**src/rtl/shift_controller.sv**
```systemverilog
// shift_controller: MSB-first serial word transmitter/receiver with a programmable step divider
// Ports: clk, rst_n (async active-low clear); start_i, abort_i, din_i[N-1:0] (word to send), sin_i (receive bit);
//        sout_o (transmit bit), shift_en_o (shift strobe), busy_o, done_o (completion pulse), dout_o[N-1:0] (received word)
module shift_controller #(
  parameter int N   = 4,
  parameter int DIV = 1
) (
  input  logic         clk,
  input  logic         rst_n,
  input  logic         start_i,
  input  logic         abort_i,
  input  logic [N-1:0] din_i,
  input  logic         sin_i,
  output logic         sout_o,
  output logic         shift_en_o,
  output logic         busy_o,
  output logic         done_o,
  output logic [N-1:0] dout_o
);
  localparam int BW = $clog2(N + 1);
  localparam int DW = DIV > 1 ? $clog2(DIV) : 1;
  localparam logic [DW-1:0] DMAX = DW'(DIV - 1);
  localparam logic [BW-1:0] BMAX = BW'(N - 1);
  typedef enum logic [1:0] {IDLE, SHIFT, DONE} state_t;
  state_t        state_q, state_d;
  logic [N-1:0]  shreg_q, shreg_d, dout_q, dout_d;
  logic [BW-1:0] bitcnt_q, bitcnt_d;
  logic [DW-1:0] divcnt_q, divcnt_d;
  logic          step;
  // Outputs decode straight from state so the async clear zeroes them without an edge.
  assign step       = state_q == SHIFT && divcnt_q == DMAX;
  assign shift_en_o = step;
  assign sout_o     = state_q == SHIFT && shreg_q[N-1];
  assign busy_o     = state_q != IDLE;
  assign done_o     = state_q == DONE;
  assign dout_o     = dout_q;
  always_comb begin
    state_d  = state_q;
    shreg_d  = shreg_q;
    bitcnt_d = bitcnt_q;
    divcnt_d = divcnt_q;
    dout_d   = dout_q;
    case (state_q)
      IDLE: if (start_i && !abort_i) begin
        state_d  = SHIFT;
        shreg_d  = din_i;
        bitcnt_d = '0;
        divcnt_d = '0;
      end
      SHIFT: if (abort_i) state_d = IDLE;
      else begin
        divcnt_d = step ? '0 : divcnt_q + 1'b1;
        if (step) begin
          shreg_d  = {shreg_q[N-2:0], sin_i};
          bitcnt_d = bitcnt_q + 1'b1;
          if (bitcnt_q == BMAX) begin
            dout_d  = {shreg_q[N-2:0], sin_i};
            state_d = DONE;
          end
        end
      end
      default: state_d = IDLE;
    endcase
  end
  always_ff @(posedge clk or negedge rst_n) begin
    if (!rst_n) begin
      state_q  <= IDLE;
      shreg_q  <= '0;
      bitcnt_q <= '0;
      divcnt_q <= '0;
      dout_q   <= '0;
    end else begin
      state_q  <= state_d;
      shreg_q  <= shreg_d;
      bitcnt_q <= bitcnt_d;
      divcnt_q <= divcnt_d;
      dout_q   <= dout_d;
    end
  end
endmodule

```
**config.mk**
```make
export PLATFORM = sky130hd
export DESIGN_NAME = shift_controller
export DESIGN_NICKNAME = d
export VERILOG_FILES = /design/src/rtl/shift_controller.sv
export SDC_FILE = /design/constraint.sdc
export NUM_CORES = 1
export LEC_CHECK = 0
export CORE_MARGIN = 3
export CORE_UTILIZATION = 40
export CTS_BUF_LIST = sky130_fd_sc_hd__clkbuf_2 sky130_fd_sc_hd__clkbuf_4 sky130_fd_sc_hd__clkbuf_8
export DETAILED_ROUTE_END_ITERATION = 10
export PLACE_DENSITY = 0.75
export RECOVER_POWER = 100
export SLEW_MARGIN = 30
export SYNTH_ARGS = -nofsm -noshare
export SYNTH_HDL_FRONTEND = slang
export SYNTH_SLANG_ARGS = --single-unit
```
**constraint.sdc**
```tcl
create_clock -name clk -period 2.05 [get_ports clk]
set_clock_uncertainty 0.1 [all_clocks]
set_input_delay 0.41 -clock clk [delete_from_list [all_inputs] [get_ports clk]]
set_output_delay 0.41 -clock clk [all_outputs]
set_load 0.01 [all_outputs]
```
==> results.toml <==
[clock_network]
cts_resized = 3
cts-root-buf = "clkbuf_4"
cts_tree = "yes"
insertion_delay_ns = 0.27
path_clk_slew_ns = 0.08
hold_buffers = 0
postCtsSetupBuffers = 0
htreeDepth = 1
numCtsBuffers = 3
cts.path.max_buffers = 2
cts.sinks = 14

[critical_path]
slowest_delay_ns = 0.48
cp_slowest_cell = "clkdlybuf4s50_1"
worstSetupPathType = "reg2out"
crit_arrival_ns = 1.46
r2r_end = "shreg_q[0]"
cp_max_fo = 7
r2r_cells = 3
r2r-start = "state_q[1]"
crit_path_end_kind = "output port"
reg2reg_setup_slack_ns = 0.22
cp.required_ns = 1.54
critical_path.cell_chain = "or2_2 > clkdlybuf4s50_1"
start_kind = "register"

[yosys]
syn_area_um2 = 681
synth_edf_count = 0
ys_ff_latch = 14
netlist_top_cells_count = "14 x dfrtp_1, 7 x mux2_1, 7 x nor2_1"
synth_cells = 53
synth_nets = 64
yosysTopAreaCell = "dfrtp_1"
ys_warn_count = 0
netlist-cell-type-count = 17
yosysMostFrequentCell = "dfrtp_1"
yosysTopAreaCellShare = 0.515
seq_area_frac_synth = 0.515
avgSynthCellArea_um2 = 12.8
synthFlopType = "dfrtp_1"
async_flop_share = 1.00
synthTopCellsByArea = "dfrtp_1 51%, mux2_1 12%, mux2_4 6.6%, mux2_2 5.0%, nor2_1 3.9%"

[timing]
layout_min_cycle_time_ns = 1.97
tightest_slew_ns = 0.721
drv_slew = 0
relSlewSlack = 0.518
setup_viol = 0
fin_setup_tns_ns = 0
hold_viol_final = 0
fmax_ghz = 0.507
grt_setup_unrepaired = "no"
post-route-period-util = 0.962

[power_and_ir_drop]
p_comb_frac = 0.246
p_sw_mw = 0.190
powerDensity_nw_per_um2 = 832
leakagePower_nw = 0.466
p_sw_frac = 0.257
ir_drop_v = 0.000589
p_seq_frac = 0.491
p_clk_frac = 0.263
intPower_mw = 0.549

[place]
gp_congestion = 0.665
dp.cells = 86
numPortBuffers = 16
hpwl_um = 882

[global_route]
track_usage = 0.130
grt_pass1_vias = 485
gr-total-overflow = 0
grt_start_max_net_pins = 15
antenna_found_initial = 0
grt_pass1_wl_um = 2000

[min_path]
hp-class = "reg2reg"
min_from = "dout_o[0]"
holdPathEnd = "dout_o[0]"
min_path_cells = 1

[drt]
viasPerCell = 5.02
met1_length_um = 523
dr.first_iter.drc_count = 6
routed-wl-met3_um = 68
drt-pass1-iter-count = 2
wl_per_cell_um = 12.5
top_layer = "met3"
via_count = 452
antenna_left = 0
routed_wl_um = 1120
drc = 0
wl_met2_um = 530

[run]
maxCapViolations = 0

[floorplanning]
start_util = 0.437
die_area_um2 = 2230
coreArea_um2 = 1560
die_y_um = 47.3
rows = 14
die_w_um = 47.3
io_pins = 17

[cells_and_area]
fill_cells = 136
drive_gt1_frac = 0.189
layout.cells.non_filler = 90
diodes = 0
synthToLayoutAreaGrowth_pct = 30.5
final_nets = 86

[status]
outcome = "finished, final reports clean"
==> area by class of cell <==
| class | instances | area, µm² | area share |
|---|---|---|---|
| repair buffers | 18 | 173 | 0.194 |
| flip-flops and latches | 14 | 352 | 0.396 |
| multi-input cells | 34 | 293 | 0.330 |
| well taps | 16 | 20.0 | 0.0225 |
| inverters | 4 | 15.0 | 0.0169 |
| clock buffers | 4 | 36.3 | 0.0408 |
==> how the worst max path moves through the flow <==
stage / slack [ns] / cells after the start / startpoint / end
floorplan: 0.46 / 5 / bitcnt_q[0] / dout_o[0]
global placement: 0.18 / 4 / abort_i / shreg_q[0]
detailed placement: 0.12 / 4 / abort_i / shreg_q[1]
CTS: 0.06 / 2 / state_q[0] / busy_o
global route: 0.009 / 2 / state_q[0] / busy_o
finish: 0.08 / 2 / state_q[0] / busy_o
==> logic make-up (layout without fill, tap and decap cells) <==
family / count (synthesis) / after routing / synth area share
multiplexers: 15 / 15 / 0.261
AO/OA/AOI/OAI: 2 / 2 / 0.0349
flip-flops: 14 / 14 / 0.515
AND/OR/NAND/NOR: 15 / 15 / 0.114
buffers and inverters: 5 / 26 / 0.0386
adder cells (fa/ha/maj): 2 / 2 / 0.0368
==> sequential cells by signal, indices dropped and copies added, names as in the netlist <==
signal / count
dout_o: 4
shreg_q: 4
bitcnt_q: 3
divcnt_q: 1
state_q: 2
==> worst max-delay path: cells and delay by family (launching register included) <==
family	cells	cell delay, ns
and+or+nand+nor	1	0.27
buffers and inverters	1	0.48
DFF	1	0.44
==> layer usage <==
metal  global-route usage  vias up
met3               0.0307        0
met4               0.0497        0
met2                0.225       14
li1                     -      221
met5                    0        -
met1                0.155      217
==> placed cells by master, fill, tap and decap left out, types with 3 or more instances in the layout <==
master	instances
clkbuf_4	3
clkdlybuf4s50_1	9
dfrtp_1	13
dlygate4sd3_1	5
inv_1	4
mux2_1	7
mux2_2	3
mux2_4	3
nand2b_1	3
nor2_1	7
==> metrics by stage <==
stage / hold slack [ns] / setup WS (ns) / utilization / area, µm² / power [mW]
4_1_cts: 0.398 / 0.0604 / 0.578 / 901 / 0.760
2_1_floorplan: 0.0144 / 0.457 / - / 681 / 0.469
6_report: 0.396 / 0.0788 / 0.570 / 888 / 0.739
3_3_place_gp: 0.368 / 0.177 / 0.555 / 865 / 0.561
5_1_grt: 0.423 / 0.00950 / 0.570 / 888 / 0.792
3_5_place_dp: 0.379 / 0.119 / 0.555 / 865 / 0.568
==> power groups by stage <==
| stage | clock network (mW) | logic [mW] | registers, mW |
|---|---|---|---|
| 3_3_place_gp | 0 | 0.195 | 0.366 |
| 5_1_grt | 0.217 | 0.203 | 0.372 |
| 2_1_floorplan | 0 | 0.0977 | 0.372 |
| 6_report | 0.194 | 0.182 | 0.363 |
| 4_1_cts | 0.199 | 0.198 | 0.364 |
| 3_5_place_dp | 0 | 0.200 | 0.368 |
Power figures use the tool's default switching activity.
